--- src/rtl/bg_sequencer.sv ---
// Background index sequencer for the Simon display path: button stepping with
// frame-based lockout, plus optional frame-driven auto-advance.
module bg_sequencer #(
  parameter int INIT_BG        = 0,
  parameter int AUTO_FRAMES    = 120,
  parameter int LOCKOUT_FRAMES = 8
) (
  input  logic       clk,
  input  logic       reset,
  input  logic       btn_next,
  input  logic       btn_prev,
  input  logic       auto_en,
  input  logic       frame_tick,
  output logic [2:0] bg,
  output logic       bg_changed,
  output logic       locked
);

  localparam int AW = ($clog2(AUTO_FRAMES + 1) < 1) ? 1 : $clog2(AUTO_FRAMES + 1);
  localparam int LW = ($clog2(LOCKOUT_FRAMES + 1) < 1) ? 1 : $clog2(LOCKOUT_FRAMES + 1);
  localparam logic [AW-1:0] AUTO_LAST = AW'(AUTO_FRAMES - 1);
  localparam logic [LW-1:0] LOCK_LAST = LW'((LOCKOUT_FRAMES > 0) ? LOCKOUT_FRAMES - 1 : 0);
  localparam logic [2:0]    INIT_VAL  = 3'(INIT_BG);

  typedef enum logic {IDLE, LOCK} state_t;

  state_t        state;
  logic [AW-1:0] auto_cnt;
  logic [LW-1:0] lock_cnt;

  logic next_s1, next_s2, next_s2_d;
  logic prev_s1, prev_s2, prev_s2_d;
  logic next_edge, prev_edge;

  // Two-flop synchronisers plus a delay flop so a held button yields one edge
  always_ff @(posedge clk) begin
    if (reset) begin
      next_s1   <= 1'b0;
      next_s2   <= 1'b0;
      next_s2_d <= 1'b0;
      prev_s1   <= 1'b0;
      prev_s2   <= 1'b0;
      prev_s2_d <= 1'b0;
    end else begin
      next_s1   <= btn_next;
      next_s2   <= next_s1;
      next_s2_d <= next_s2;
      prev_s1   <= btn_prev;
      prev_s2   <= prev_s1;
      prev_s2_d <= prev_s2;
    end
  end

  assign next_edge = next_s2 & ~next_s2_d;
  assign prev_edge = prev_s2 & ~prev_s2_d;

  always_ff @(posedge clk) begin
    if (reset) begin
      state      <= IDLE;
      bg         <= INIT_VAL;
      bg_changed <= 1'b0;
      locked     <= 1'b0;
      auto_cnt   <= '0;
      lock_cnt   <= '0;
    end else begin
      bg_changed <= 1'b0;
      case (state)
        IDLE: begin
          if (next_edge ^ prev_edge) begin
            bg         <= next_edge ? bg + 3'd1 : bg - 3'd1;
            bg_changed <= 1'b1;
            auto_cnt   <= '0;
            if (LOCKOUT_FRAMES > 0) begin
              state  <= LOCK;
              locked <= 1'b1;
            end
          end else if (!next_edge && !prev_edge && auto_en && frame_tick) begin
            if (auto_cnt == AUTO_LAST) begin
              bg         <= bg + 3'd1;
              bg_changed <= 1'b1;
              auto_cnt   <= '0;
            end else begin
              auto_cnt <= auto_cnt + AW'(1);
            end
          end
        end
        LOCK: begin
          // Edges seen here, including on the exit cycle, are simply dropped
          if (frame_tick) begin
            if (lock_cnt == LOCK_LAST) begin
              lock_cnt <= '0;
              state    <= IDLE;
              locked   <= 1'b0;
            end else begin
              lock_cnt <= lock_cnt + LW'(1);
            end
          end
        end
        default: begin
          state  <= IDLE;
          locked <= 1'b0;
        end
      endcase
      if (!auto_en) auto_cnt <= '0;
    end
  end

endmodule

--- config.mk ---
export PLATFORM = sky130hd
export DESIGN_NAME = bg_sequencer
export DESIGN_NICKNAME = d
export VERILOG_FILES = /design/src/rtl/bg_sequencer.sv
export SDC_FILE = /design/constraint.sdc
export NUM_CORES = 1
export LEC_CHECK = 0
export BUFFER_PORTS_ARGS = -buffer_cell sky130_fd_sc_hd__buf_2
export CORE_AREA = 2 2 63 50
export DETAILED_ROUTE_END_ITERATION = 10
export DIE_AREA = 0 0 65 52
export PLACE_DENSITY_LB_ADDON = 0.08
export SYNTH_ARGS = -nofsm -noshare
export SYNTH_HDL_FRONTEND = slang
export SYNTH_SLANG_ARGS = --single-unit
export TNS_END_PERCENT = 1
--- constraint.sdc ---
create_clock -name clk -period 1.8 [get_ports clk]
set_input_delay 0.18 -clock clk [delete_from_list [all_inputs] [get_ports clk]]
set_output_delay 0.18 -clock clk [all_outputs]
set_load 0.005 [all_outputs]
==> summary by stage, run 1 <==
Setup path
The register-to-register setup slack is 0.08 ns. The worst endpoint required time is 1.95 ns. The worst setup path is launched from a flip-flop. The endpoint of the most critical register-to-register path is bg[2]$_SDFFE_PP0P_.

The slowest library cell on the worst path is sky130_fd_sc_hd__dfxtp_2. The depth of the worst register-to-register path is 7. For this run, the slowest stage of the critical path takes around 0.33 ns. The arrival time of data at the critical path endpoint is 1.88 ns. The critical path goes through nor2b_4 > inv_2 > ha_4 > a31oi_4 > or2_4 > a211oi_2 > mux2_1. The setup path with the least slack is of type flip-flop to flip-flop.

Along the worst path, the maximum fanout reaches 4. STA classifies the critical path endpoint as a flip-flop. The startpoint identified for the worst register-to-register timing path is next_s2$_SDFF_PP0_.

Floorplanning
The width of the die is 65 microns. The boundary pin count is 11. In this run the standard cell core region covers 2786 sq um. After floorplanning, the core was divided into 17 placement rows. The die is 52 microns tall.

The die covers 3380 sq um. The initial core utilization is 0.3776.

Timing
At the pin with the least slew margin, the transition time is 0.3665 ns. The number of max-slew violations in the final report came to 0. The minimum period implied by the final worst setup slack is ~1.7 ns. Derived from the worst setup path, the maximum achievable clock frequency is ~0.58 GHz. The number of endpoints with negative hold slack in the final report is 0. The worst clock skew is between 0.002 and 0.0025 ns.

Setup repair after global routing could not meet its margin everywhere. The final setup violation count is 0. The post-route fraction of the period consumed by the critical path is 0.9583. The relative slew slack is 0.7556. Hold is met by approximately 0.12 ns.

Drt
The pre-antenna-repair detailed-routing pass consisted of 4 iterations. In this run, the number of DRC markers left after iteration 0 of detailed routing was 31. The final route contains 795 vias.

Dividing the detail-routed via count by the number of cells gives 4.732. The number of remaining DRC errors is 0. The average detailed-routed wire length per instance is 11.73 microns.

The count of nets left with antenna violations once routing finished came out at 0. The post-detailed-routing wire length is about 2.0 mm.

Synthesis
The post-synthesis cell area is 1052 sq um. The sequential element share of the synthesized area is 0.4376. During synthesis, Yosys emitted a total of 0 warnings. The number of nets in the synthesized netlist is 123. The synthesized design contains 0 enable-type register cells. A synthesized cell averages about 9.4 sq um. The most common cell in the synthesized netlist is sky130_fd_sc_hd__dfxtp_1.

The synthesized design contains 23 register bits. For this run, the leading register cell type out of synthesis is sky130_fd_sc_hd__dfxtp_1. The post-synthesis cell count is 112. The share of Yosys cell area claimed by the top area cell type is 0.4376. The count of cell types in the netlist is 33. The leading area contributor after synthesis is sky130_fd_sc_hd__dfxtp_1. Ranked by total cell area, the synthesized netlist is headed by sky130_fd_sc_hd__dfxtp_1, sky130_fd_sc_hd__ha_1, sky130_fd_sc_hd__nor2_1, sky130_fd_sc_hd__nor2b_1, sky130_fd_sc_hd__xnor2_1. In the synthesized netlist, the cells that appear most often are sky130_fd_sc_hd__dfxtp_1, sky130_fd_sc_hd__nor2_1, sky130_fd_sc_hd__nor2b_1. The async set-or-reset flop fraction in the synthesized netlist is 0.

Power
The largest vdd supply drop is 491.2 uV. In this run the power density over the cells is around 770 nW/um^2. The reported leakage power is around 0.5 nW. Summing internal, switching and leakage power gives 0.9999 mW.

Min path
The worst hold path class is input port to flip-flop. The worst hold path terminates at prev_s1$_SDFF_PP0_. The worst hold path was traced through 2 stages. The worst hold path begins at btn_prev.

Finish
For this run, the share of the core covered by cells in the final layout is 0.4643. The fill cell total of the finished layout is approximately 280. The final non-filler cell total is 168.

The synthesis-to-layout area growth is 22.95%. In the final design database the tool counted around 140 nets. The antenna cell count is 0. The combined flip-flop and latch cell area is 461.7 sq um. In the final layout, the multi-input gates occupy 585.6 sq um. The cell area after layout is 1294 sq um. The share of post-route cells with drive strength above 1 is 0.2692.

Global routing
The total overflow left after global routing is 0. For this run, the total global-route usage over all layers was measured as 0.1395. The global-route wire length before repair is 3.539 mm. The number of global-route vias before repair is 730. The number of antenna violations at the first check in global routing is 0.

The maximum number of pins on one net before global-route repair is 17.

Placed design
The count of buffers from port buffering is 10. Once placement completed, the tool counted placed cells totaling 160. After detailed placement, the total cell area comes to 1191 sq um.

At the end of routability-driven placement, the weighted congestion stood at 0.7779. The detailed-placement wirelength estimate is 1.449 mm.

Clock network
The library cell used as clock root buffer is sky130_fd_sc_hd__clkbuf_8. The clock drives 23 sinks. TritonCTS built the clock tree. In this run the number of H-tree levels came out at 1. The clock transition at the registers of the reported paths is 0.08 ns. Buffers inserted during clock tree synthesis total 3.

In this run the deepest clock path goes through 2 buffers. The clock network latency to the later pin of the worst-skew pair is 0.26 ns.

Run status
The run finished with clean final reports.

Run
The number of max-capacitance violations reported is 0.
critical path, delay by kind of cell, from the launching register on:
family,cells,cell delay (ns)
buffers and inverters,1,0.06
AO/OA/AOI/OAI,2,0.21
adder cells (fa/ha/maj),1,0.30
multiplexers,1,0.33
AND/OR/NAND/NOR,2,0.39
flip-flops,1,0.33
sequential cells by signal (all words and copies together) (netlist names):
| signal | flops |
|---|---|
| auto_cnt | 7 |
| lock_cnt | 4 |
| bg | 3 |
| bg_changed | 1 |
| locked | 1 |
| next_s1 | 1 |
| next_s2 | 1 |
| next_s2_d | 1 |
| prev_s1 | 1 |
| prev_s2 | 1 |
| prev_s2_d | 1 |
| state | 1 |
routing by layer:
| metal | vias up | track usage | wire [microns] |
|---|---|---|---|
| met1 | 353 | 0.2075 | 1105 |
| met2 | 19 | 0.1856 | 738 |
| met3 | 2 | 0.04762 | 110 |
| li1 | 421 | - | - |
| met4 | 0 | 0.04255 | 16 |
| met5 | - | 0 | 0 |
cells in the final DEF, fill, tap and decap left out:
master and instances:
sky130_fd_sc_hd__o21ai_0 3, sky130_fd_sc_hd__xnor2_1 6, sky130_fd_sc_hd__a21o_1 2, sky130_fd_sc_hd__mux2_1 1
sky130_fd_sc_hd__ha_4 1, sky130_fd_sc_hd__buf_2 10, sky130_fd_sc_hd__or2_4 1, sky130_fd_sc_hd__nand2_1 4
sky130_fd_sc_hd__ha_2 1, sky130_fd_sc_hd__clkbuf_8 3, sky130_fd_sc_hd__buf_12 1, sky130_fd_sc_hd__a41o_1 1
sky130_fd_sc_hd__a2111oi_4 1, sky130_fd_sc_hd__nand3_1 6, sky130_fd_sc_hd__nor3_1 2, sky130_fd_sc_hd__buf_4 8
sky130_fd_sc_hd__a41oi_2 1, sky130_fd_sc_hd__inv_2 1, sky130_fd_sc_hd__nand2b_1 2, sky130_fd_sc_hd__clkinv_2 1
sky130_fd_sc_hd__nand4_1 1, sky130_fd_sc_hd__a311oi_1 2, sky130_fd_sc_hd__and2_1 1, sky130_fd_sc_hd__mux2i_1 2
sky130_fd_sc_hd__xor2_1 1, sky130_fd_sc_hd__dfxtp_1 22, sky130_fd_sc_hd__nor2b_4 1, sky130_fd_sc_hd__nor3b_1 1
sky130_fd_sc_hd__a31oi_4 1, sky130_fd_sc_hd__nor2b_1 8, sky130_fd_sc_hd__and4_4 1, sky130_fd_sc_hd__a211oi_2 1
sky130_fd_sc_hd__inv_1 5, sky130_fd_sc_hd__a21oi_1 5, sky130_fd_sc_hd__ha_1 3, sky130_fd_sc_hd__nor2_1 15
sky130_fd_sc_hd__and3_1 1, sky130_fd_sc_hd__o32ai_1 1, sky130_fd_sc_hd__dfxtp_2 1, sky130_fd_sc_hd__and4bb_2 1
repair_timing:
item	4_1_cts	5_1_grt
gates resized for setup	1	3
endpoints found under the setup margin	1	4
pin swaps	3	2
hold buffers	0	0
buffers inserted	3	1
power breakdown:
part	switching [mW]	internal, mW	total [mW]	leakage (nW)
Combinational	0.0704	0.0731	0.143	0.287
Clock	0.165	0.154	0.319	0.0255
Sequential	0.0130	0.524	0.537	0.187
cell families (layout without fill, tap and decap cells):
kind of cell / Yosys count / in the layout / share of synthesized area
buf+inv: 11 / 29 / 0.04519
flops: 23 / 23 / 0.4376
mux: 3 / 3 / 0.02973
fa+ha+maj: 5 / 5 / 0.05945
simple gates: 45 / 45 / 0.2247
compound gates: 18 / 18 / 0.1451
xor+xnor: 7 / 7 / 0.05827
cell type report:
class                   count  share of cell area
well taps                  38             0.03675
flip-flops and latches     23              0.3569
repair buffers             19              0.1006
clock inverters             1            0.003868
inverters                   6             0.01741
multi-input cells          78              0.4526
clock buffers               3             0.03191
how the worst max path moves through the flow:
stage / start / to / slack [ns] / depth (start not counted)
finish: next_s2$_SDFF_PP0_ / bg[2]$_SDFFE_PP0P_ / 0.08 / 7
global route: next_s2$_SDFF_PP0_ / bg[1]$_SDFFE_PP0P_ / -0.02 / 7
CTS: next_s2$_SDFF_PP0_ / bg[2]$_SDFFE_PP0P_ / 0.002 / 7
detailed placement: next_s2$_SDFF_PP0_ / bg[2]$_SDFFE_PP0P_ / -0.02 / 7
global placement: next_s2$_SDFF_PP0_ / bg[2]$_SDFFE_PP0P_ / 0.03 / 7
floorplan: next_s2$_SDFF_PP0_ / bg[2]$_SDFFE_PP0P_ / -0.06 / 9
stage by stage:
stage	setup slack [ns]	TNS [ns]
after floorplan	-0.06132	-0.06132
after global placement	0.02784	0
after detailed placement	-0.01888	-0.01888
after CTS	0.001553	0
after global routing	-0.01702	-0.03946
final	0.07501	0
Power figures use the tool's default switching activity.
==> run 2: changes to the inputs <==
==> constraint.sdc (replaced) <==
create_clock -name clk -period 2.2 [get_ports clk]
set_input_delay 0.22 -clock clk [delete_from_list [all_inputs] [get_ports clk]]
set_output_delay 0.22 -clock clk [all_outputs]
set_load 0.005 [all_outputs]
==> run 2 against run 1 <==
  * First-iteration DRC count grew 19%
  * Non-clock buffer count fell by 7
  * Sequential share of layout area up 3.1 points
  * Maximum frequency fell by 12%
  * Total power down 22%
  * Final cell count is 4.2% lower
==> summary by stage, run 2 (synthesis gave the netlist of run 1 again) <==
Run status
The flow ran to the end, and the final reports show no timing, DRC or antenna violations.

Setup path
The endpoint of the most critical register-to-register path is auto_cnt[5]$_SDFFE_PP0P_. Of all nets on the critical path, the largest fanout is 5. The critical path goes through nor2b_2 > inv_1 > ha_1 > buf_4 > a2111oi_4 > a41oi_1 > a311oi_1. The startpoint type of the worst setup path is a flip-flop. The number of buffers and inverters on the critical path is 2. The worst register-to-register path begins at next_s2$_SDFF_PP0_. In this design, the stage delay of the slowest critical-path cell is approximately 0.36 ns. Tracing the worst setup path back leads to its startpoint at next_s2$_SDFF_PP0_.

The largest delay contributor family on the critical path is compound AO/OA/AOI/OAI gates. The worst endpoint required time is 2.37 ns. The arrival time of data at the critical path endpoint is about 2.1 ns. The worst setup path is of the flip-flop to flip-flop kind. The critical path endpoint category is a flip-flop. The register-to-register setup slack is 0.24 ns. The largest individual stage delay along the critical path comes from the cell sky130_fd_sc_hd__ha_1. Counting cells, the worst reg-to-reg path comes to 7.

Global routing
The first global-routing pass estimated 3.539 mm of wire. The number of antenna violations at the first check in global routing was 0. Entering global routing, the biggest net connects 17 pins. In the global route stage, overall resource usage came out at 0.1423.

The total congestion overflow after global routing is 0. The number of global-route vias before repair is 804.

Timing
The final sum of negative setup slack is 0 ns. The minimum period implied by the final worst setup slack is 1.961 ns. Setup violations remaining at the end of the flow were counted as 0. At the pin with the least slew margin, the transition time is 0.4399 ns. Setup repair after global routing left no endpoint under its margin. On the final layout, the worst clock skew is 0.005848 ns. Derived from the worst setup path, the maximum achievable clock frequency is 0.5099 GHz. The post-route fraction of the period consumed by the critical path is 0.8915. The worst hold slack is 0.1590 ns. The number of endpoints with negative hold slack in the final report is 0. The number of max-slew violations in the final report is 0. Headroom to the max-slew limit came out at 0.7056.

Drt
The routed layout has 767 vias. For this run, design rule violations remaining after detail routing come to 0. Using the TritonRoute via totals, the vias-per-cell ratio works out to 4.764. For this run, the detailed router's first-pass iteration total came to 4.

After detailed routing, the average wire length per cell comes to 11.86 microns. After the first detailed-routing iteration, the DRC count stood at 37. Once detail routing completed, the nets flagged for antenna violations numbered 0. The post-detailed-routing wire length is 1.910 mm.

Finish
The combined flip-flop and latch cell area is 460.4 sq um. The antenna cell count is 0. Of the cells placed in the final design, the portion with a size suffix greater than 1 is 0.1789. The register bank with the most flops is auto_cnt.

In the layout the commonest cells are sky130_fd_sc_hd__dfxtp_1, sky130_fd_sc_hd__nor2_1, sky130_fd_sc_hd__buf_2. The register with the most flip-flops in the layout has 7 of them. The fill cell total of the finished layout is 299. The largest registers in the layout are auto_cnt (7), lock_cnt (4), bg (3). The most common cell after layout, fill and taps aside is sky130_fd_sc_hd__dfxtp_1. After the last flow step, the layout net total stands at 135.

The area growth from synthesis to layout is 12.96%. The area occupied by multi-input gates is 546.8 sq um.

Placed design
The detailed-placement wirelength estimate is 1.456 mm. At the end of routability-driven placement, the weighted congestion stood at 0.7544. The count of buffers from port buffering is 10.

Floorplanning
The floorplan step defined a die boundary enclosing 3380 sq um. From bottom edge to top edge, the die measures 52 microns. The die is between 60 and 70 microns wide. The initialized floorplan defines 17 standard-cell rows. The initial utilization of the core area, before any placement, comes to 0.3776. The floorplan step defined a core boundary enclosing 2786 sq um. The boundary pin count is 11.

Clock network
The number of hold-repair buffers added at the cts stage is 0. CTS placed an instance of sky130_fd_sc_hd__clkbuf_8 at the clock tree root. In this run the number of H-tree levels came out at 1. Clock latency on the worst-skew pair, taken at its later pin, is 0.26 ns. TritonCTS built the clock tree. Clock-pin slew was measured on the worst setup and hold paths at 0.08 ns.

The number of buffers created by CTS is 3. The number of clock sinks is 23. Counting along the longest clock path gives a buffer depth of 2.

Min path
In this run the most critical hold path is launched from btn_next. Counting instances, the worst hold path has a depth of 2. The worst hold path terminates at next_s1$_SDFF_PP0_. The worst hold path class is input port to flip-flop.

Power
The largest vdd supply drop is 288.9 uV. Power comes to approximately 0.78 mW. The power per standard cell area is 659.7 nW/um^2. The reported leakage power is 0.4576 nW.

Run
The number of max-capacitance violations reported is 0.
run 2: power by group:
group	total, mW	internal, mW	switching [mW]	leakage (nW)
combinational	0.0884	0.0382	0.0502	0.245
clock	0.257	0.126	0.131	0.0255
sequential	0.439	0.429	0.0101	0.187
run 2: how the worst max path moves through the flow:
stage	end	slack, ns	depth (start not counted)
after floorplan	bg[2]$_SDFFE_PP0P_	0.21	9
after global placement	bg[2]$_SDFFE_PP0P_	0.29	7
after detailed placement	auto_cnt[5]$_SDFFE_PP0P_	0.19	7
after CTS	auto_cnt[5]$_SDFFE_PP0P_	0.16	7
after global routing	auto_cnt[5]$_SDFFE_PP0P_	0.06	7
final	auto_cnt[5]$_SDFFE_PP0P_	0.24	7
run 2: routing by layer:
metal / GRT usage / vias to the layer above / routed length [microns]
li1: - / 408 / -
met1: 0.1737 / 350 / 1008
met2: 0.2302 / 7 / 812
met3: 0.05195 / 2 / 62
met4: 0.05319 / 0 / 25
met5: 0 / - / 0
run 2: through the flow:
| step | utilization | std cells | area, sq um | setup WS, ns |
|---|---|---|---|---|
| after floorplan | - | 112 | 1052 | 0.2056 |
| after global placement | 0.4091 | 157 | 1140 | 0.2927 |
| after detailed placement | 0.4091 | 157 | 1140 | 0.1923 |
| after CTS | 0.4257 | 161 | 1186 | 0.1621 |
| after global routing | 0.4266 | 161 | 1189 | 0.05747 |
| final | 0.4266 | 161 | 1189 | 0.2388 |
run 2: final cells by class:
class / count / area share
timing repair buffer: 12 / 0.05474
multi-input combinational: 78 / 0.4600
clock inverter: 1 / 0.004211
clock buffer: 3 / 0.03474
tap: 38 / 0.04000
inverter: 6 / 0.01895
sequential: 23 / 0.3874
run 2: what timing repair did:
action / in CTS / in global routing
resized for setup: 0 / 1
setup buffers: 0 / 0
endpoints found under the setup margin: 0 / 1
